--- config.mk ---
export PLATFORM = sky130hd
export DESIGN_NAME = shift_sub_divider
export DESIGN_NICKNAME = d
export VERILOG_FILES = /design/src/rtl/rv32m_pkg.sv /design/src/rtl/shift_sub_divider.sv
export SDC_FILE = /design/constraint.sdc
export NUM_CORES = 1
export LEC_CHECK = 0
export CORE_AREA = 2 2 165 167
export DETAILED_ROUTE_END_ITERATION = 12
export DIE_AREA = 0 0 167 169
export GPL_ROUTABILITY_DRIVEN = 0
export GPL_TIMING_DRIVEN = 0
export PLACE_DENSITY = 0.67
export SLEW_MARGIN = 20
export SYNTH_ARGS = -nofsm -noshare
export SYNTH_HDL_FRONTEND = slang
export SYNTH_SLANG_ARGS = --single-unit
--- constraint.sdc ---
create_clock -name CLK -period 13.4 [get_ports CLK]
set_clock_uncertainty 0.05 [all_clocks]
set_input_delay 1.34 -clock CLK [delete_from_list [all_inputs] [get_ports CLK]]
set_output_delay 1.34 -clock CLK [all_outputs]
set_load 0.01 [all_outputs]
--- src/rtl/rv32m_pkg.sv ---
// rv32m_pkg: shared types and constants for the rv32m execute-path units
// (shift_add_multiplier / shift_sub_divider).
//   div_state_t   : divider FSM state encoding
//   DIV_BY_ZERO_Q : fill bit for the divide-by-zero quotient (all ones)
package rv32m_pkg;

  typedef enum logic [1:0] {
    IDLE   = 2'd0,
    DIVIDE = 2'd1,
    ADJUST = 2'd2,
    DONE   = 2'd3
  } div_state_t;

  // Replicated to the operand width at the point of use.
  localparam logic DIV_BY_ZERO_Q = 1'b1;

endpackage

--- src/rtl/shift_sub_divider.sv ---
// shift_sub_divider: radix-2 restoring shift-subtract divider for RV32M
// DIV/DIVU/REM/REMU. One quotient bit per cycle; quotient and remainder are
// returned together and the caller selects which to use.
//
// Parameters:
//   N          operand / result width (default 32)
// Ports:
//   CLK        clock, all state updates on posedge
//   RST        asynchronous active-high reset
//   dividend   dividend, sampled on the edge that accepts start
//   divisor    divisor, sampled on the edge that accepts start
//   is_signed  1 = two's complement operands (DIV/REM), 0 = unsigned
//   start      request, accepted only in IDLE or DONE
//   finished   high in DONE; quotient/remainder valid while high
//   quotient   result quotient
//   remainder  result remainder
//
// Configuration macro:
//   DIVIDER_EARLY_OUT_EN  when defined, operands with |divisor| > |dividend|
//                         complete in one cycle (q=0, r=dividend). Results
//                         are identical either way; only latency differs.
//
// Latency: accept at edge k -> finished high after edge k+N+2
// (divide-by-zero, and early-out when enabled: after edge k+1).
module shift_sub_divider #(
  parameter int N = 32
) (
  input  logic         CLK,
  input  logic         RST,
  input  logic [N-1:0] dividend,
  input  logic [N-1:0] divisor,
  input  logic         is_signed,
  input  logic         start,
  output logic         finished,
  output logic [N-1:0] quotient,
  output logic [N-1:0] remainder
);

  import rv32m_pkg::*;

  localparam int CNT_W = $clog2(N + 1);
  localparam logic [CNT_W-1:0] CNT_INIT = CNT_W'(N);
  localparam logic [CNT_W-1:0] CNT_LAST = CNT_W'(1);

  div_state_t       state;
  logic [CNT_W-1:0] count;
  logic [N-1:0]     dvd;      // dividend magnitude, shifted out MSB first
  logic [N-1:0]     dsr;      // divisor magnitude
  logic [N-1:0]     q_acc;    // quotient magnitude under construction
  logic [N-1:0]     rem_acc;  // partial remainder magnitude
  logic             neg_q;
  logic             neg_r;

  // Operand magnitudes for the accept edge.
  logic         dvd_neg;
  logic         dsr_neg;
  logic [N-1:0] dvd_mag;
  logic [N-1:0] dsr_mag;

  always_comb begin
    dvd_neg = is_signed & dividend[N-1];
    dsr_neg = is_signed & divisor[N-1];
    dvd_mag = dvd_neg ? (~dividend + 1'b1) : dividend;
    dsr_mag = dsr_neg ? (~divisor + 1'b1) : divisor;
  end

  // One restoring step. The shifted partial remainder needs N+1 bits for the
  // compare; the difference always fits in N bits because it is < dsr.
  logic [N:0]   rem_shift;
  logic         rem_ge;
  logic [N-1:0] rem_next;

  always_comb begin
    rem_shift = {rem_acc, dvd[N-1]};
    rem_ge    = (rem_shift >= {1'b0, dsr});
    rem_next  = rem_ge ? (rem_shift[N-1:0] - dsr) : rem_shift[N-1:0];
  end

`ifdef DIVIDER_EARLY_OUT_EN
  logic early_out;
  always_comb early_out = (dsr_mag > dvd_mag);
`endif

  always_ff @(posedge CLK or posedge RST) begin
    if (RST) begin
      state     <= IDLE;
      count     <= '0;
      dvd       <= '0;
      dsr       <= '0;
      q_acc     <= '0;
      rem_acc   <= '0;
      neg_q     <= 1'b0;
      neg_r     <= 1'b0;
      finished  <= 1'b0;
      quotient  <= '0;
      remainder <= '0;
    end else begin
      case (state)
        IDLE, DONE: begin
          if (start) begin
            dvd      <= dvd_mag;
            dsr      <= dsr_mag;
            neg_q    <= dvd_neg ^ dsr_neg;
            neg_r    <= dvd_neg;
            q_acc    <= '0;
            rem_acc  <= '0;
            count    <= CNT_INIT;
            finished <= 1'b0;
            if (divisor == '0) begin
              // RISC-V divide-by-zero result; sign fixup bypassed.
              quotient  <= {N{DIV_BY_ZERO_Q}};
              remainder <= dividend;
              state     <= DONE;
            end
`ifdef DIVIDER_EARLY_OUT_EN
            else if (early_out) begin
              quotient  <= '0;
              remainder <= dividend;
              state     <= DONE;
            end
`endif
            else begin
              state <= DIVIDE;
            end
          end else if (state == DONE) begin
            // finished trails entry into DONE by one cycle.
            finished <= 1'b1;
          end
        end

        DIVIDE: begin
          dvd     <= {dvd[N-2:0], 1'b0};
          rem_acc <= rem_next;
          q_acc   <= {q_acc[N-2:0], rem_ge};
          count   <= count - 1'b1;
          if (count == CNT_LAST) state <= ADJUST;
        end

        ADJUST: begin
          quotient  <= neg_q ? (~q_acc + 1'b1) : q_acc;
          remainder <= neg_r ? (~rem_acc + 1'b1) : rem_acc;
          state     <= DONE;
        end

        default: state <= IDLE;
      endcase
    end
  end

endmodule
Yosys cells after proc, flatten, opt, wreduce, memory -nomap -nowiden
Cells that the tools add are included.
- flip-flop bits (word level): 203
- word-level logic and storage cells: 67
- $add $sub $neg: 6
- magnitude comparators: 1
- equality and inequality tests: 7
- muxes and demuxes: 24
- bitwise operators: 7
- reductions and logical operators: 11
- operator list (kind ; count):
    $mux W32 ; 11
    $pmux W32 S2 ; 5
    $add A32 B1 Y32 const B ; 4
    $not A32 Y32 ; 4
    $ge A33 B32 Y1 ; 1
    $logic_not A32 Y1 ; 1
    $sub A32 B32 Y32 ; 1
    $pmux W6 S2 ; 1
    $reduce_and A2 Y1 ; 4
    $eq A6 B1 Y1 const B ; 1
    $mux W2 ; 3
    $mux W6 ; 1
    $ne A2 B2 Y1 const B ; 3
    $pmux W2 S3 ; 1
    $reduce_bool A2 Y1 ; 3
    $sub A6 B1 Y6 const B ; 1
    $eq A2 B2 Y1 const B ; 2
    $reduce_and A3 Y1 ; 1
    $and A1 B1 Y1 ; 2
    $eq A2 B1 Y1 const B ; 1
    $logic_not A2 Y1 ; 1
    $mux W1 ; 2
    $reduce_or A2 Y1 ; 1
    $xor A1 B1 Y1 ; 1

Longest topological paths before layout
Gate-level depths: netlist (run 1).
- word-level depth: 5
- depth in mapped cells: 13
- depth with buffers taken out: 12

Worst setup path after synthesis (run 1)
OpenSTA, ideal clock, no wires.
- path kind: input port to flip-flop
- from: input divisor[3]
- to: register remainder[20]
- setup time: 136 ps
- arrival: 3313 ps
- required time: 13214 ps
- path slack: 9901 ps
- stages on the path: 8
- buffers on the path: 1
- cell sequence: or3_1 -> nor3b_1 -> nand4b_1 -> nor4b_2 -> a22oi_2 -> clkbuf_1 -> nand2_1 -> o21ai_0
- longest elaborated chain between the ends: 3
- RTL lines (element ; line ; RTL):
    from (decl) ; shift_sub_divider.sv:31 ; input logic [N-1:0] divisor,
    $logic_not A32 Y1 ; shift_sub_divider.sv:109 ; if (divisor == '0) begin
    $ne A2 B2 Y1 (no source line) ; n/a ;
    $reduce_and A3 Y1 (no source line) ; n/a ;
    to (signal assigned) ; shift_sub_divider.sv:112 ; remainder <= dividend;
    to (signal assigned) ; shift_sub_divider.sv:141 ; remainder <= neg_r ? (~rem_acc + 1'b1) : rem_acc;
    to (decl) ; shift_sub_divider.sv:36 ; output logic [N-1:0] remainder
Every way passes these cells.
A chain may end at the register's enable or synchronous reset.

Final worst setup path (run 1)
- from: input divisor[7]
- to: register remainder[17]
Same word-level chain as after synthesis.

==> implementation parameters, run 1 <==
Parameter                              Value

Pwr
  Relative contribution of combinational cells to total power ... about half
  Leakage component of the power ... 0.006780 uW
  Pwr/cell area ... 217.6 nW/um2
  Clock network fraction of total power ... 21.4%
  Worst voltage drop across the vdd grid ... 0.1357 mV
  Switching share of total power ... roughly 44%
  Sequential power share ... 28.1%
  Internal power of the cells ... 1915 uW
  Power dissipated by switching net loads ... 1495 uW

Layout
  Nets ... 1819
  Inserted Diodes ... 0
  Share of the core filled with cells in the final layout ... 59.13%
  Area overhead of the layout relative to synthesis ... 20.81%
  FILL cells ... 2409
  Share of cells above drive strength 1 ... 4.925%

Routing
  Aggregate routed wire length ... approximately 40 mm
  Number of DRC markers in iteration 0 ... about 1000
  DRT antenna net count ... 0
  Topmost layer with routed signal wires ... met4
  WL met3 ... 2.297 mm
  Via count ... approximately 12k
  Wire length the detailed router placed on met1 ... around 18 mm
  WL/cell ... 19.28 um
  Drt via density ... 5.940
  Final routed DRC violation total ... 0
  Met2 wirelength from detailed routing ... 18.33 mm
  Initial DRT Pass Iterations ... 9

Timing
  Maximum operating frequency ... approximately 220 MHz
  Total Neg Setup Slack ... 0 ps
  Number of setup violations in the final report ... 0
  Max-slew headroom ... between 30% and 40%
  Setup repair after global routing missed its margin ... false
  Number of max-slew violations in the final report ... 0
  Share of the clock period used by the worst path ... 34.10%
  Hold Vio Cnt, Final ... 0
  Worst-Margin Slew ... around 900 ps
  Setup WS post-layout ... between 8000 and 9000 ps
  Shortest period the worst path allows ... 4569 ps

Clock tree
  Number of clock buffers inserted by TritonCTS ... 24
  Hold buffer count at CTS ... 0
  Clk Latency, worst-skew pair ... 540 ps
  Buffers inserted by post-CTS timing repair ... 0
  Clock Root Buffer ... clkbuf_16
  H-tree depth reported by CTS ... 1
  Clock sink count ... 203
  Clock-pin slew on the worst setup and hold paths ... 60 ps
  Number of buffers on the longest clock path ... 3
  TritonCTS clock tree ... yes
  Gates resized, CTS repair ... 0

Setup path
  Data required, critical path ... 13770 ps
  Cells traversed along the worst timing path ... clkdlybuf4s50_1 > or4_1 > nor4_1 > nand4b_1 > nor4b_2 > a22oi_2 > clkbuf_1 > nand2_1 > o21ai_0
  Arrival time at the worst endpoint ... between 4000 and 5000 ps
  CP Launch Type ... input port
  Worst reg2reg startpoint ... rem_acc[15]$_DFFE_PP0P_
  Worst reg2reg endpoint ... rem_acc[2]$_DFFE_PP0P_
  Critical Path End Type ... flop
  Critical path's top delay family ... simple AND/OR/NAND/NOR gates
  Cell at the slowest stage of the critical path ... nor4b_2
  Crit Path Category ... input port to flop
  Longest individual stage delay on the worst path ... 740 ps
  Register-to-register path setup slack ... 9490 ps
  Critical path startpoint ... divisor[7]
  Maximum fanout encountered on the critical timing path ... 10
  Worst Path Buf+Inv ... 2
  Cells on worst reg2reg path ... 11

Logic synthesis
  Proportion of synthesized flip-flops having asynchronous set or reset ... 100.0%
  Syn nets ... 1659
  Post-synthesis sequential area ratio ... between 30% and 40%
  Post-synthesis instance total ... 1548
  Post-synthesis cell area ... 12970 um2
  Synthesized area per cell ... 8.379 um2
  Register bit count reported by yosys ... 203
  Number of distinct standard cells referenced by the synthesized netlist ... 71
  Post-synth EDFFs ... 0
  Most common flop cell mapped by yosys ... dfrtp_1
  Total number of yosys warnings ... 0

Die
  Die area ... 28220 um2
  Std-Cell Core Area ... 26500 um2
  Chip width ... 167 um
  Number of placement rows ... 60
  Floorplan die height ... ~170 um
  Starting utilization of the core area ... between 40% and 50%
  Io pins ... 133

Job
  Max-capacitance violation count ... 0

Global routing
  Total global routing overflow ... 0
  Largest net degree at the start of global routing ... 97
  Vias in the first global route ... 11.93k
  Overall track demand over capacity in global routing ... 28.17%
  Global-route wire length before repair ... 64.25 mm
  Initial antenna violation count ... 0

Placement
  Worst-case setup slack after placement ... 8341 ps
  Detailed placer's ending HPWL ... 30.32 mm
  Port Buf Inserts ... 132

Worst hold path
  Hold endpoint ... dsr[21]$_DFFE_PP0P_
  Hold wc startpoint ... dsr[21]$_DFFE_PP0P_
  Min-Delay Path Class ... flop to flop
  WHS Path Cells ... 2

Run status
  Run status ... finished, final reports clean
## sequential cells by signal (all words and copies together), names as in the netlist
name	flops
count	6
dsr	32
dvd	32
finished	1
neg_q	1
neg_r	1
q_acc	32
quotient	32
rem_acc	32
remainder	32
state	2
## synth_stat cells (4+ instances only)
| master | n | area share (%) |
|---|---|---|
| a211oi_1 | 10 | 0.58 |
| a21o_1 | 12 | 0.69 |
| a21oi_1 | 112 | 4.3 |
| a221o_1 | 4 | 0.31 |
| a221oi_1 | 4 | 0.27 |
| a22o_1 | 30 | 2.0 |
| a31o_2 | 4 | 0.27 |
| a31oi_1 | 43 | 2.1 |
| a32oi_1 | 12 | 0.81 |
| and2_1 | 10 | 0.48 |
| buf_1 | 7 | 0.20 |
| buf_2 | 10 | 0.39 |
| clkbuf_1 | 71 | 2.1 |
| dfrtp_1 | 203 | 39 |
| ha_1 | 42 | 4.1 |
| inv_1 | 69 | 2.0 |
| mux2i_1 | 10 | 0.77 |
| nand2_1 | 190 | 5.5 |
| nand2b_1 | 12 | 0.58 |
| nand3_1 | 69 | 2.7 |
| nand4_1 | 12 | 0.58 |
| nor2_1 | 120 | 3.5 |
| nor2b_1 | 5 | 0.24 |
| nor3_1 | 29 | 1.1 |
| nor4_1 | 20 | 0.96 |
| o21ai_0 | 157 | 6.1 |
| o22ai_1 | 4 | 0.19 |
| o311ai_0 | 4 | 0.27 |
| o31ai_1 | 32 | 1.9 |
| o41ai_1 | 12 | 0.81 |
| or3_1 | 12 | 0.58 |
| or4_1 | 10 | 0.58 |
| or4_4 | 5 | 0.43 |
| xnor2_1 | 63 | 4.3 |
| xor2_1 | 78 | 5.3 |
## worst max path at each step
stage                                end  slack [ps]  depth (start not counted)
3_3_place_gp          dvd[9]$_DFFE_PP0P_        3670                          2
5_1_grt         remainder[9]$_DFFE_PP0P_        8610                          9
2_1_floorplan       count[0]$_DFFE_PP0P_        6470                          1
4_1_cts        remainder[17]$_DFFE_PP0P_        8900                          9
3_5_place_dp   remainder[17]$_DFFE_PP0P_        8340                          9
6_report       remainder[17]$_DFFE_PP0P_        8830                          9
## power groups by stage
stage	Sequential (uW)	Combinational, uW	Clock [uW]
after floorplan	961	1100	0
after global placement	959	1670	0
after detailed placement	965	1710	0
after CTS	956	1710	737
after global routing	982	1910	760
final	957	1720	730
## cell families (layout without fill, tap and decap cells)
kind of cell / after synthesis / count (layout) / synth area share, %
XOR/XNOR: 141 / 141 / 9.522
flip-flops: 203 / 203 / 39.17
AND/OR/NAND/NOR: 515 / 515 / 18.56
adder cells (fa/ha/maj): 43 / 43 / 4.206
AO/OA/AOI/OAI: 472 / 472 / 22.66
multiplexers: 10 / 10 / 0.7718
buffers and inverters: 164 / 342 / 5.113
## routing by layer
metal	global-route usage, %	vias to the layer above
met5	0	-
met4	11.06	0
met3	3.811	100
met2	46.16	415
met1	38.05	5894
li1	-	5869
## metrics by stage
stage / hold WS [ps] / std cells / power [uW] / instance area (um2)
detailed placement: 407.5 / 2023 / 2670 / 14780
floorplan: 389.0 / 1548 / 2056 / 12970
global route: 453.6 / 2067 / 3656 / 15670
CTS: 432.9 / 2067 / 3407 / 15670
finish: 424.2 / 2067 / 3410 / 15670
global placement: 406.2 / 2021 / 2633 / 14720
## layout by cell type, fill, tap and decap left out, types with 30 or more instances in the layout
| cell type | instances |
|---|---|
| inv_1 | 68 |
| nor2_1 | 120 |
| o21ai_0 | 157 |
| ha_1 | 42 |
| clkdlybuf4s50_1 | 132 |
| nand2_1 | 190 |
| a22o_1 | 30 |
| a31oi_1 | 43 |
| o31ai_1 | 32 |
| dfrtp_1 | 203 |
| xnor2_1 | 63 |
| a21oi_1 | 112 |
| nand3_1 | 69 |
| xor2_1 | 78 |
| clkbuf_1 | 74 |
## worst min-delay path, stage by stage (launching register included)
cell,delay (ps)
dfrtp_1,340
nand2_1,50
o21ai_0,60
## cell type report
type	instances	area [um2]	share of cell area, %
multi-input combinational	1181	7227	46.12
clock inverter	11	193.9	1.238
inverter	69	266.5	1.701
tap	341	426.7	2.723
clock buffer	33	694.4	4.432
timing repair buffer	134	1376	8.784
sequential	203	5080	32.42
buffer	95	404.1	2.579
(Power assumes the default switching activity.)
==> run 2, diff against run 1 <==
==> constraint.sdc (replaced) <==
create_clock -name CLK -period 4.7 [get_ports CLK]
set_clock_uncertainty 0.05 [all_clocks]
set_input_delay 0.47 -clock CLK [delete_from_list [all_inputs] [get_ports CLK]]
set_output_delay 0.47 -clock CLK [all_outputs]
set_load 0.01 [all_outputs]
==> implementation parameters, run 2 (synthesis gave the netlist of run 1 again) <==
Parameter                              Value

Placement
  Instance count after placement with tap cells included ... 2028 (was 2023)
  Detailed placer's ending HPWL ... 30.52 mm (was 30.32 mm)
  Post-detailed-placement cell area ... 14880 um2 (was 14780 um2)
  Port Buf Inserts ... 132 (unchanged)

Layout
  Most used cells in the layout excluding fill and tap cells ... dfrtp_1, nand2_1, o21ai_0 (unchanged)
  Register Area ... 5080 um2 (unchanged)
  Nets ... 1825 (was 1819)
  Share of cells above drive strength 1 ... 5.081% (was 4.925%)
  Area overhead of the layout relative to synthesis ... 21.19% (was 20.81%)
  Summed area of non-filler cells in the final layout ... 15720 um2 (was 15670 um2)
  Area taken by multi-input logic gates ... 7227 um2 (unchanged)
  Inserted Diodes ... 0 (unchanged)
  FILL cells ... 2443 (was 2409)
  Non-Filler Instances ... 2073 (was 2067)
  Commonest non-fill, non-tap cell in the layout ... dfrtp_1 (unchanged)
  Share of the core filled with cells in the final layout ... 59.32% (was 59.13%)

Clock tree
  Hold buffer count at CTS ... 0 (unchanged)
  Clock sink count ... 203 (unchanged)
  H-tree depth reported by CTS ... 1 (unchanged)
  Clock-pin slew on the worst setup and hold paths ... 60 ps (about the same)
  Buffers inserted by post-CTS timing repair ... 0 (unchanged)
  Number of clock buffers inserted by TritonCTS ... 25 (was 24)
  Clock Root Buffer ... clkbuf_16 (unchanged)
  Gates resized, CTS repair ... 0 (unchanged)
  TritonCTS clock tree ... yes (unchanged)
  Number of buffers on the longest clock path ... 3 (unchanged)
  Clk Latency, worst-skew pair ... 530 ps (was 540 ps)

Setup path
  Maximum fanout encountered on the critical timing path ... 10 (unchanged)
  Worst Path Buf+Inv ... 2 (unchanged)
  Instance count on the critical path ... 11 (was 9)
  Worst path most repeated cell ... nand4_1
  Critical Path End Type ... flop (unchanged)
  CP Launch Type ... flop (was input port)
  Longest individual stage delay on the worst path ... 600 ps (was 740 ps)
  Crit Path Category ... flop to flop (was input port to flop)
  Cells traversed along the worst timing path ... ha_1 > clkbuf_2 > nand4_1 > nor4_1 > a21oi_1 > o221ai_1 > o31ai_1 > nand2_1 > clkbuf_1 > nand4_1 > o21ai_0 (was clkdlybuf4s50_1 > or4_1 > nor4_1 > nand4b_1 > nor4b_2 > a22oi_2 > clkbuf_1 > nand2_1 > o21ai_0)
  Critical path startpoint ... rem_acc[21]$_DFFE_PP0P_ (was divisor[7])
  Cells on worst reg2reg path ... 11 (unchanged)
  Arrival time at the worst endpoint ... 4270 ps (was 4940 ps)
  Cell at the slowest stage of the critical path ... nor4_1 (was nor4b_2)
  Data required, critical path ... 5090 ps (was 13770 ps)
  Critical path's top delay family ... simple AND/OR/NAND/NOR gates (unchanged)
  Worst reg2reg startpoint ... rem_acc[21]$_DFFE_PP0P_ (was rem_acc[15]$_DFFE_PP0P_)

Pwr
  Pwr/cell area ... 612.1 nW/um2 (was 217.6 nW/um2)
  Leakage component of the power ... 0.006802 uW (was 0.006780 uW)
  Final Total Pwr ... 9622 uW (was 3410 uW)
  Worst voltage drop across the vdd grid ... 0.3482 mV (was 0.1357 mV)

Global routing
  Initial antenna violation count ... 0 (unchanged)
  Largest net degree at the start of global routing ... 34 (was 97)
  Overall track demand over capacity in global routing ... 28.10% (was 28.17%)
  Global-route wire length before repair ... 64.03 mm (was 64.25 mm)
  Total global routing overflow ... 0 (unchanged)
  Vias in the first global route ... 11.80k (was 11.93k)

Timing
  Setup repair after global routing missed its margin ... false (unchanged)
  Hold Vio Cnt, Final ... 0 (unchanged)
  Number of max-slew violations in the final report ... 0 (unchanged)
  Worst-Margin Slew ... 821.9 ps (was 895.4 ps)
  Share of the clock period used by the worst path ... 82.57%
  Maximum operating frequency ... 257.7 MHz
  Min Hold Slack ... 226.4 ps (was 424.2 ps)
  Max-slew headroom ... 44.78% (was 39.85%)
  Shortest period the worst path allows ... 3881 ps
  Number of setup violations in the final report ... 0 (unchanged)

Die
  Std-Cell Core Area ... 26500 um2 (unchanged)
  Chip width ... 167 um (unchanged)
  Io pins ... 133 (unchanged)
  Floorplan die height ... 169 um (unchanged)
  Die area ... 28220 um2 (unchanged)
  Number of placement rows ... 60 (unchanged)
  Starting utilization of the core area ... 48.94% (unchanged)

Run status
  Run status ... finished, final reports clean (unchanged)

Routing
  Drt via density ... 5.923 (was 5.940)
  Aggregate routed wire length ... 39.81 mm (was 39.86 mm)
  Via count ... 12.28k (about the same)
  Number of DRC markers in iteration 0 ... 977 (was 991)
  Initial DRT Pass Iterations ... 5 (was 9)
  WL/cell ... 19.20 um (was 19.28 um)
  Final routed DRC violation total ... 0 (unchanged)
  DRT antenna net count ... 0 (unchanged)

Job
  Max-capacitance violation count ... 0 (unchanged)

Worst hold path
  Min-Delay Path Class ... input port to async pin (was flop to flop)
==> run 2: area by class of cell <==
class | count | area share [%]
clock inverters | 6 | 0.5333
inverters | 69 | 1.672
clock buffers | 39 | 4.824
flip-flops and latches | 203 | 32.32
plain buffers | 95 | 2.571
repair buffers | 139 | 9.393
well taps | 341 | 2.714
multi-input cells | 1181 | 45.98
==> run 2: final timing paths <==
check / endpoint / slack (ps)
max: rem_acc[28]$_DFFE_PP0P_ / 820
max reg2reg: rem_acc[28]$_DFFE_PP0P_ / 820
min reg2reg: dvd[25]$_DFFE_PP0P_ / 420
max in group asynchronous: dvd[16]$_DFFE_PP0P_ / 2990
min: dsr[21]$_DFFE_PP0P_ / 230
min in group CLK: dvd[25]$_DFFE_PP0P_ / 420
==> run 2: metal layers <==
| layer | wire length [um] | global-route usage (%) |
|---|---|---|
| met5 | 0 | 0 |
| met4 | 1152 | 8.921 |
| met3 | 2789 | 4.466 |
| met2 | 18840 | 46.25 |
| met1 | 17030 | 38.18 |
==> run 2: worst reg2reg max path, stage by stage (launching register included) <==
cell	delay [ps]
dfrtp_1	500
ha_1	330
clkbuf_2	180
nand4_1	420
nor4_1	600
a21oi_1	170
o221ai_1	130
o31ai_1	180
nand2_1	290
clkbuf_1	500
nand4_1	240
o21ai_0	220
==> run 2: metrics by stage <==
stage | worst slack [ps] | setup TNS [ps]
CTS | 942.7 | 0
finish | 819.1 | 0
global placement | -137.9 | -21720
floorplan | 1550 | 0
detailed placement | 565.5 | 0
global route | 565.7 | 0
==> run 2: report_power, final <==
group / internal (uW) / leakage [uW] / switching, uW
clock: 1210 / 0.000417 / 760
sequential: 2330 / 0.00255 / 392
combinational: 1840 / 0.00383 / 3100
total: 5370 / 0.00680 / 4250
==> run 3, diff against run 2 <==
==> constraint.sdc (replaced) <==
create_clock -name CLK -period 3.6 [get_ports CLK]
set_clock_uncertainty 0.05 [all_clocks]
set_input_delay 0.36 -clock CLK [delete_from_list [all_inputs] [get_ports CLK]]
set_output_delay 0.36 -clock CLK [all_outputs]
set_load 0.01 [all_outputs]
==> implementation parameters, run 3 (synthesis gave the netlist of run 1 again) <==
Parameter                              Value

Run status
  Run status ... finished, final reports clean (unchanged)

Routing
  DRT antenna net count ... 0 (unchanged)
  Via count ... 12.30k (was 12.28k)
  WL/cell ... 19.24 um (was 19.20 um)
  Drt via density ... 5.934 (was 5.923)
  Number of DRC markers in iteration 0 ... 1020 (was 977)
  Aggregate routed wire length ... 39.86 mm (was 39.81 mm)
  Final routed DRC violation total ... 0 (unchanged)
  Initial DRT Pass Iterations ... 5 (unchanged)

Global routing
  Total global routing overflow ... 0 (unchanged)
  Vias in the first global route ... 11.79k (was 11.80k)
  Overall track demand over capacity in global routing ... 28.11% (was 28.10%)
  Initial antenna violation count ... 0 (unchanged)
  Global-route wire length before repair ... 64.07 mm (was 64.03 mm)
  Largest net degree at the start of global routing ... 34 (unchanged)

Pwr
  Switching share of total power ... 44.14% (about the same)
  Final Total Pwr ... 12580 uW (was 9622 uW)
  Internal power of the cells ... 7029 uW (was 5374 uW)
  Pwr/cell area ... 798.3 nW/um2 (was 612.1 nW/um2)
  Leakage component of the power ... 0.006828 uW (was 0.006802 uW)
  Sequential power share ... 28.2% (was 28.3%)
  Relative contribution of combinational cells to total power ... 51.3% (was 51.2%)
  Worst voltage drop across the vdd grid ... 0.4638 mV (was 0.3482 mV)
  Power dissipated by switching net loads ... 5554 uW (was 4247 uW)
  Clock network fraction of total power ... 20.5% (about the same)

Clock tree
  Clock-pin slew on the worst setup and hold paths ... 60 ps (about the same)
  Clk Latency, worst-skew pair ... 530 ps (about the same)
  Clock Root Buffer ... clkbuf_16 (unchanged)
  Number of clock buffers inserted by TritonCTS ... 25 (unchanged)
  Clock sink count ... 203 (unchanged)
  H-tree depth reported by CTS ... 1 (unchanged)
  TritonCTS clock tree ... yes (unchanged)
  Number of buffers on the longest clock path ... 3 (unchanged)

Placement
  Post-detailed-placement cell area ... 14880 um2 (unchanged)
  Port Buf Inserts ... 132 (unchanged)
  Detailed placer's ending HPWL ... 30.52 mm (unchanged)

Setup path
  Data required, critical path ... 4000 ps (was 5090 ps)
  Critical Path End Type ... flop (unchanged)
  Crit Path Category ... flop to flop (unchanged)
  Arrival time at the worst endpoint ... 3830 ps (was 4270 ps)
  Register-to-register path setup slack ... 160 ps (was 820 ps)
  CP Launch Type ... flop (unchanged)
  Maximum fanout encountered on the critical timing path ... 8 (was 10)

Die
  Chip width ... 167 um (unchanged)
  Io pins ... 133 (unchanged)
  Number of placement rows ... 60 (unchanged)
  Floorplan die height ... 169 um (unchanged)
  Std-Cell Core Area ... 26500 um2 (unchanged)
  Starting utilization of the core area ... 48.94% (unchanged)
  Die area ... 28220 um2 (unchanged)

Layout
  Most used cells in the layout excluding fill and tap cells ... dfrtp_1, nand2_1, o21ai_0 (unchanged)
  Area overhead of the layout relative to synthesis ... 21.53% (was 21.19%)
  Commonest non-fill, non-tap cell in the layout ... dfrtp_1 (unchanged)
  Share of cells above drive strength 1 ... 5.661% (was 5.081%)
  Inserted Diodes ... 0 (unchanged)
  Summed area of non-filler cells in the final layout ... 15760 um2 (was 15720 um2)
  Nets ... 1824 (was 1825)

Timing
  Number of setup violations in the final report ... 0 (unchanged)
  Max-slew headroom ... 45.12% (was 44.78%)
  Shortest period the worst path allows ... 3436 ps (was 3881 ps)
  Worst-Margin Slew ... 816.9 ps (was 821.9 ps)
  Setup repair after global routing missed its margin ... false (unchanged)
  Maximum operating frequency ... 291.1 MHz (was 257.7 MHz)
  Hold Vio Cnt, Final ... 0 (unchanged)
  Share of the clock period used by the worst path ... 95.43% (was 82.57%)
  Number of max-slew violations in the final report ... 0 (unchanged)

Worst hold path
  Min-Delay Path Class ... input port to async pin (unchanged)

Job
  Max-capacitance violation count ... 0 (unchanged)
==> run 3: changes by cell type in the layout (fill, tap and decap cells not counted), sizes merged <==
cell,previous run,this run
buf,28,27
==> run 3: power by group through the flow <==
stage / combinational, uW / clock, uW / sequential (uW)
after floorplan: 4080 / 0 / 3580
after global placement: 6230 / 0 / 3570
after detailed placement: 6360 / 0 / 3580
after CTS: 6410 / 2600 / 3550
after global routing: 7150 / 2700 / 3640
final: 6450 / 2580 / 3550
==> run 3: final timing paths <==
check / startpoint / end / cells after the start
max in group asynchronous: RST / dvd[16]$_DFFE_PP0P_ / 7
worst max register to register: rem_acc[21]$_DFFE_PP0P_ / rem_acc[17]$_DFFE_PP0P_ / 10
min in group CLK: dvd[25]$_DFFE_PP0P_ / dvd[25]$_DFFE_PP0P_ / 2
worst min register to register: dvd[25]$_DFFE_PP0P_ / dvd[25]$_DFFE_PP0P_ / 2
worst min-delay path: RST / dsr[21]$_DFFE_PP0P_ / 2
worst max-delay path: rem_acc[21]$_DFFE_PP0P_ / rem_acc[17]$_DFFE_PP0P_ / 10
==> run 3: per-stage QoR <==
step | cells | util [%] | setup TNS, ps | hold WS (ps) | setup slack (ps)
floorplan | 1548 | - | 0 | 389.0 | 559.7
global placement | 2021 | 55.55 | -238970 | 408.0 | -1128
detailed placement | 2028 | 56.14 | -19280 | 408.2 | -424.5
CTS | 2073 | 59.36 | 0 | 113.9 | 27.02
global route | 2072 | 59.48 | 0 | 149.3 | 1.871
finish | 2072 | 59.48 | 0 | 118.9 | 164.4
==> run 3: worst max-delay path: stages (launching register included) <==
cell	delay (ps)
dfrtp_1	500
ha_1	330
clkbuf_2	180
nand4_1	410
or3_1	490
o221ai_1	310
o31ai_4	120
and2_1	150
buf_2	170
or3b_2	490
o21ai_0	160
==> run 3: cell type report <==
| class | instances | area (um2) |
|---|---|---|
| Timing Repair Buffer | 139 | 1476 |
| Sequential cell | 203 | 5080 |
| Inverter | 69 | 262.8 |
| Clock buffer | 39 | 758.2 |
| Tap cell | 341 | 426.7 |
| Buffer | 94 | 406.6 |
| Multi-Input combinational cell | 1181 | 7268 |
| Clock inverter | 6 | 83.83 |
| Fill cell | 2436 | 10740 |
==> run 3: metal layers <==
metal | routed length [um] | track usage [%] | vias to the layer above
met3 | 2735 | 4.396 | 96
met5 | 0 | 0 | -
met1 | 17060 | 38.21 | 5881
met2 | 18750 | 46.34 | 439
met4 | 1319 | 8.846 | 0
li1 | - | - | 5879
==> run 3: what timing repair did <==
action / CTS / global route
resized for setup: 3 / 12
pin swaps: 0 / 0
setup endpoints to repair: 39 / 84
hold buffers: 0 / 0
setup buffers: 0 / 0
